[config.mk]
export PLATFORM = sky130hd
export DESIGN_NAME = uart_tx_serializer
export DESIGN_NICKNAME = d
export VERILOG_FILES = /design/src/rtl/mtl1_uart_pkg.sv /design/src/rtl/uart_sync_fifo.sv /design/src/rtl/uart_tx_serializer.sv
export SDC_FILE = /design/constraint.sdc
export NUM_CORES = 1
export LEC_CHECK = 0
export BUFFER_PORTS_ARGS = -buffer_cell sky130_fd_sc_hd__buf_2
export CAP_MARGIN = 20
export CORE_MARGIN = 1
export CORE_UTILIZATION = 40
export DETAILED_ROUTE_END_ITERATION = 10
export PLACE_DENSITY = 0.67
export SKIP_LAST_GASP = 1
export SYNTH_ARGS = -nofsm -noshare
export SYNTH_HDL_FRONTEND = slang
export SYNTH_HIERARCHICAL = 1
export SYNTH_SLANG_ARGS = --single-unit
export TNS_END_PERCENT = 5
[constraint.sdc]
create_clock -name clk -period 4.3 [get_ports clk]
set_input_delay 0.215 -clock clk [delete_from_list [all_inputs] [get_ports clk]]
set_output_delay 0.215 -clock clk [all_outputs]
set_load 0.01 [all_outputs]
[src/rtl/mtl1_uart_pkg.sv]
// Shared definitions for the 6809 terminal UART transmit path.
package mtl1_uart_pkg;

  localparam int UART_DATA_BITS            = 8;
  localparam int UART_DEFAULT_CLKS_PER_BIT = 69;

  typedef enum logic [1:0] {
    TX_IDLE  = 2'd0,
    TX_START = 2'd1,
    TX_DATA  = 2'd2,
    TX_STOP  = 2'd3
  } tx_state_e;

endpackage

[src/rtl/uart_sync_fifo.sv]
// Single-clock first-word-fall-through FIFO with registered full/empty/count.
module uart_sync_fifo #(
  parameter int WIDTH = 8,
  parameter int DEPTH = 8
) (
  input  logic                     clk,
  input  logic                     reset,
  input  logic                     push,
  input  logic                     pop,
  input  logic [WIDTH-1:0]         data,
  output logic [WIDTH-1:0]         head,
  output logic                     full,
  output logic                     empty,
  output logic [$clog2(DEPTH):0]   count
);

  localparam int AW = $clog2(DEPTH);

  logic [WIDTH-1:0] mem [DEPTH];
  logic [AW:0]      wr_ptr, rd_ptr;
  logic [AW:0]      wr_ptr_n, rd_ptr_n, count_n;
  logic             push_ok, pop_ok;

  // A pop frees the slot in the same cycle, so a push into a full FIFO is
  // accepted when it coincides with a pop.
  assign pop_ok   = pop && !empty;
  assign push_ok  = push && (!full || pop_ok);
  assign wr_ptr_n = push_ok ? wr_ptr + 1'b1 : wr_ptr;
  assign rd_ptr_n = pop_ok  ? rd_ptr + 1'b1 : rd_ptr;
  assign count_n  = wr_ptr_n - rd_ptr_n;
  assign head     = mem[rd_ptr[AW-1:0]];

  always_ff @(posedge clk) begin
    if (reset) begin
      wr_ptr <= '0;
      rd_ptr <= '0;
      count  <= '0;
      full   <= 1'b0;
      empty  <= 1'b1;
    end else begin
      wr_ptr <= wr_ptr_n;
      rd_ptr <= rd_ptr_n;
      count  <= count_n;
      full   <= (count_n == (AW+1)'(DEPTH));
      empty  <= (count_n == '0);
    end
  end

  always_ff @(posedge clk) begin
    if (push_ok) mem[wr_ptr[AW-1:0]] <= data;
  end

endmodule

[src/rtl/uart_tx_serializer.sv]
// 6809 UART transmit path: write-strobe capture, byte FIFO and 8N1 serializer.
//   state    | meaning
//   TX_IDLE  | line high, waiting for a queued byte
//   TX_START | start bit (low)
//   TX_DATA  | data bits, LSB first
//   TX_STOP  | stop bit (high), may chain directly into the next start bit
import mtl1_uart_pkg::*;

module uart_tx_serializer #(
  parameter int CLKS_PER_BIT = UART_DEFAULT_CLKS_PER_BIT,
  parameter int FIFO_DEPTH   = 8
) (
  input  logic       clk,
  input  logic       reset,
  input  logic       i_wr_req,
  input  logic [7:0] i_wr_data,
  output logic       o_UART_RX,
  output logic       o_full,
  output logic       o_empty,
  output logic       o_busy,
  output logic [4:0] o_count,
  output logic       o_overrun,
  input  logic       i_clr_overrun
);

  localparam int BW = $clog2(CLKS_PER_BIT);
  localparam int CW = $clog2(FIFO_DEPTH) + 1;
  localparam int IW = $clog2(UART_DATA_BITS);
  localparam logic [BW-1:0] BAUD_LAST = BW'(CLKS_PER_BIT - 1);
  localparam logic [IW-1:0] BIT_LAST  = IW'(UART_DATA_BITS - 1);

  logic        wr_sync0, wr_sync1, wr_prev;
  logic        push_req, pop;
  logic [7:0]  fifo_head;
  logic        fifo_full, fifo_empty;
  logic [CW-1:0] fifo_count;

  tx_state_e   state;
  logic [BW-1:0] baud_cnt;
  logic [IW-1:0] bit_idx;
  logic [7:0]  shift_reg;
  logic        baud_done;

  // i_wr_req is asynchronous; i_wr_data is stable for the whole strobe, so it
  // can be taken directly on the detected edge.
  always_ff @(posedge clk) begin
    if (reset) begin
      wr_sync0 <= 1'b0;
      wr_sync1 <= 1'b0;
      wr_prev  <= 1'b0;
    end else begin
      wr_sync0 <= i_wr_req;
      wr_sync1 <= wr_sync0;
      wr_prev  <= wr_sync1;
    end
  end

  assign push_req  = wr_sync1 && !wr_prev;
  assign baud_done = (baud_cnt == BAUD_LAST);
  assign pop       = !fifo_empty &&
                     ((state == TX_IDLE) || ((state == TX_STOP) && baud_done));

  uart_sync_fifo #(
    .WIDTH (UART_DATA_BITS),
    .DEPTH (FIFO_DEPTH)
  ) u_fifo (
    .clk   (clk),
    .reset (reset),
    .push  (push_req),
    .pop   (pop),
    .data  (i_wr_data),
    .head  (fifo_head),
    .full  (fifo_full),
    .empty (fifo_empty),
    .count (fifo_count)
  );

  assign o_full  = fifo_full;
  assign o_empty = fifo_empty;
  assign o_count = 5'(fifo_count);

  always_ff @(posedge clk) begin
    if (reset) begin
      o_overrun <= 1'b0;
    end else if (push_req && fifo_full && !pop) begin
      o_overrun <= 1'b1;
    end else if (i_clr_overrun) begin
      o_overrun <= 1'b0;
    end
  end

  // The line register follows the state one cycle later, so every bit still
  // lasts exactly CLKS_PER_BIT cycles and busy drops as the stop bit ends.
  always_ff @(posedge clk) begin
    if (reset) begin
      state     <= TX_IDLE;
      baud_cnt  <= '0;
      bit_idx   <= '0;
      shift_reg <= '0;
      o_UART_RX <= 1'b1;
      o_busy    <= 1'b0;
    end else begin
      unique case (state)
        TX_START: o_UART_RX <= 1'b0;
        TX_DATA:  o_UART_RX <= shift_reg[0];
        default:  o_UART_RX <= 1'b1;
      endcase
      o_busy <= (state != TX_IDLE) || !fifo_empty;

      unique case (state)
        TX_IDLE: begin
          if (pop) begin
            shift_reg <= fifo_head;
            bit_idx   <= '0;
            baud_cnt  <= '0;
            state     <= TX_START;
          end
        end
        TX_START: begin
          if (baud_done) begin
            baud_cnt <= '0;
            state    <= TX_DATA;
          end else begin
            baud_cnt <= baud_cnt + 1'b1;
          end
        end
        TX_DATA: begin
          if (baud_done) begin
            baud_cnt  <= '0;
            shift_reg <= shift_reg >> 1;
            if (bit_idx == BIT_LAST) begin
              state <= TX_STOP;
            end else begin
              bit_idx <= bit_idx + 1'b1;
            end
          end else begin
            baud_cnt <= baud_cnt + 1'b1;
          end
        end
        TX_STOP: begin
          if (baud_done) begin
            baud_cnt <= '0;
            if (pop) begin
              shift_reg <= fifo_head;
              bit_idx   <= '0;
              state     <= TX_START;
            end else begin
              state <= TX_IDLE;
            end
          end else begin
            baud_cnt <= baud_cnt + 1'b1;
          end
        end
        default: state <= TX_IDLE;
      endcase
    end
  end

endmodule

==> metrics.log <==
[metrics] EDFF count, synth: 64
[metrics] Synth Instances: roughly 330
[metrics] Net count, final: 376
[metrics] Diodes inserted: 0
[metrics] Slew HR: 0.432
[metrics] root buffer cell: sky130_fd_sc_hd__clkbuf_16
[metrics] detailed-route wire length per cell: 16.3 um
[metrics] initial antenna violation count: 0
[metrics] critical path data arrival time: 3780 ps
[metrics] hold-fix buffer count after cts: 0
[metrics] setup violators final: 0
[metrics] placer congestion estimate: 0.740
[metrics] CTS tree: built
[metrics] top cell types by occurrence after synthesis: sky130_fd_sc_hd__edfxtp_1 (64), sky130_fd_sc_hd__dfxtp_1 (40), sky130_fd_sc_hd__nor2_1 (21)
[metrics] maximum number of pins on one net before global-route repair: 54
[metrics] placed standard-cell area: 0.00480 sq mm
[metrics] count of endpoints failing hold in the final timing report: 0
[metrics] slew at the pin with the worst max-slew slack: 852 ps
[metrics] initial drt markers: 122
[metrics] initial cell density of the core: 0.415
[metrics] Avg Vias per Cell: ~5.3
[metrics] Layout Utilization: 0.467
[metrics] result of the run: complete, no violations
[metrics] sequential fraction of the synthesis area: 0.598
[metrics] shortest clock period the worst path allows after layout: 3550 ps
[metrics] area of the core: 0.0110 sq mm
[metrics] routed wire length: approximately 8.1 mm
[metrics] category of the most critical setup path: reg2reg
[metrics] DRC viols: 0
[metrics] die extent in y: 109 um
[metrics] clock tree skew after final layout: 11.0 ps
[metrics] synthesized cell area: around 0.0046 sq mm
[metrics] area grow syn2layout: 12.6%
[metrics] count of port buffers added during placement: 20
[metrics] most instantiated library cell after synthesis: sky130_fd_sc_hd__edfxtp_1
[metrics] number of optimization iterations in the first detailed-route pass: 4
[metrics] mean cell area of the mapped netlist: about 14 sq um
[metrics] wire length of the first global-routing pass: 13.0 mm
[metrics] post-synth top area share: 0.422
[metrics] slack of the worst reg-to-reg path: 750 ps
[metrics] number of buffers inserted to repair setup after CTS: 0
[metrics] most instantiated flip-flop cell in the synthesis netlist: sky130_fd_sc_hd__edfxtp_1
[metrics] final worst path period share: 0.825
[metrics] placed wire-length estimate: roughly 5.2 mm
[metrics] Horiz. Die Dim: between 100 and 150 um
[metrics] total number of placement rows: 38
[metrics] type of element launching the critical path: flip-flop
[metrics] DIE AREA: approximately 0.012 sq mm
[metrics] max-slew violations: 0
[metrics] asr flop ratio synth: 0
[metrics] standby leakage power: 1.80 nW
[metrics] max capacitance violation total: 0
[metrics] top metal layer carrying routed signals: met4
[metrics] crit path max fanout: 8
[metrics] total of warnings raised by yosys: 6
[metrics] Power Density: 477 mW/mm^2
[metrics] met3 WL: 273 um
[metrics] number of gates resized after CTS: 0
[metrics] WL met2: 4.09 mm
[metrics] Net Count, Synth: 353
[metrics] clock buffers created by TritonCTS: 9
[metrics] endpoint type of the worst setup path: flip-flop
[metrics] worst min path class: in2reg
[metrics] vias after detailed routing: 2637
[metrics] max FFs per register: 64
[metrics] dominant cells by area after synthesis: sky130_fd_sc_hd__edfxtp_1 (42%), sky130_fd_sc_hd__dfxtp_1 (18%), sky130_fd_sc_hd__mux4_2 (7.9%), sky130_fd_sc_hd__ha_1 (3.8%), sky130_fd_sc_hd__mux2_2 (2.2%)
[metrics] worst vdd ir: 0.000243 V
[metrics] Clock Sinks: 104
[metrics] total negative slack: 0 ps
[metrics] fraction of layout cells with a size suffix above 1: 0.218
[metrics] H-tree level count: 3
[metrics] vias in the first global route: 2578
[metrics] maximum buffer depth of the clock tree: 2
[metrics] final global-route overflow total: 0
[metrics] Achievable Freq: 282 MHz
[metrics] Total GRT Usage: 0.149
[metrics] final antenna-violating net count: 0
[metrics] RSZ-0062 raised after global routing: no
[metrics] post-synthesis register bit count: 104
[metrics] clock latency on the worst-skew pair: 350 ps
[metrics] largest area contributor in the synthesized netlist: sky130_fd_sc_hd__edfxtp_1
[metrics] unique cell type count in the Yosys netlist: 52
[metrics] Worst-path clk slew: about 80 ps
[metrics] post-route cell area: 0.00513 sq mm
[metrics] total routed wire length on the met1 layer: 3.63 mm
[metrics] Crit path required time: 4540 ps
[metrics] I/O pin count: 22
## per-layer routing
| layer | vias up | global-route usage |
|---|---|---|
| met5 | - | 0 |
| met4 | 0 | 0.0492 |
| met3 | 8 | 0.0400 |
| met2 | 41 | 0.253 |
| met1 | 1316 | 0.186 |
| li1 | 1272 | - |
## worst max-delay path: stages (launching register included)
cell	delay, ps
sky130_fd_sc_hd__dfxtp_1	350
sky130_fd_sc_hd__and4bb_1	520
sky130_fd_sc_hd__a31oi_1	190
sky130_fd_sc_hd__nor2_1	120
sky130_fd_sc_hd__nand2b_1	200
sky130_fd_sc_hd__a21boi_0	480
sky130_fd_sc_hd__mux2_2	430
sky130_fd_sc_hd__ha_1	300
sky130_fd_sc_hd__a21o_1	150
sky130_fd_sc_hd__a21oi_1	160
sky130_fd_sc_hd__xnor3_2	290
sky130_fd_sc_hd__a41o_1	250
## worst paths after layout
check,from,to,depth (start not counted)
worst max-delay path,baud_cnt[5]$_SDFFE_PP0P_,u_fifo/empty$_SDFF_PP1_,11
worst min-delay path,i_wr_req,wr_sync0$_SDFF_PP0_,2
worst max register to register,baud_cnt[5]$_SDFFE_PP0P_,u_fifo/empty$_SDFF_PP1_,11
worst min register to register,wr_sync0$_SDFF_PP0_,wr_sync1$_SDFF_PP0_,1
## cells in the final DEF (no fill, tap or decap), drive strengths merged, types with 2 or more instances in the layout
cell,count
edfxtp,64
dfxtp,40
buf,32
nor2,21
mux4,16
nand2,14
ha,14
inv,14
a21oi,11
nor2b,10
mux2i,10
nand3,9
nand4b,9
clkbuf,9
mux2,9
a211o,8
nand2b,7
nor3,7
xnor2,7
and3,4
o21ai,4
nand3b,3
clkinv,3
a31oi,2
a211oi,2
a311oi,2
or4b,2
a32oi,2
o2111ai,2
## final cells by class
| type | count | area (sq um) |
|---|---|---|
| multi-input cells | 192 | 1680 |
| inverters | 10 | 37.5 |
| well taps | 140 | 175 |
| flip-flops and latches | 104 | 2720 |
| clock inverters | 7 | 98.8 |
| fillers | 954 | 5850 |
| clock buffers | 9 | 225 |
| repair buffers | 32 | 190 |
## kinds of logic (layout without fill, tap and decap cells)
logic type / Yosys count / in the layout / synth area share
AOI/OAI and AO/OA: 39 / 39 / 0.0673
xor gates and xnor gates: 8 / 8 / 0.0187
adders and majority gates: 15 / 15 / 0.0429
buffers and inverters: 30 / 58 / 0.0332
DFF: 104 / 104 / 0.598
muxes: 35 / 35 / 0.123
other: 1 / 1 / 0.000824
and+or+nand+nor: 94 / 94 / 0.116
## power breakdown
part           total, mW  internal, mW  switching [mW]
clock network      0.852         0.428           0.424
registers           1.15          1.11          0.0424
logic              0.441         0.181           0.261
total               2.45          1.72           0.727
## metrics by stage
| step | instances | hold slack (ps) | power, mW | worst slack, ps |
|---|---|---|---|---|
| after floorplan | 326 | 287 | 1.51 | 1110 |
| final | 494 | 90.9 | 2.45 | 753 |
| after global placement | 478 | 434 | 1.61 | 871 |
| after detailed placement | 478 | 440 | 1.62 | 802 |
| after CTS | 494 | 77.9 | 2.47 | 753 |
| after global routing | 494 | 116 | 2.57 | 515 |
No activity file was read; power rests on OpenSTA's default activity.
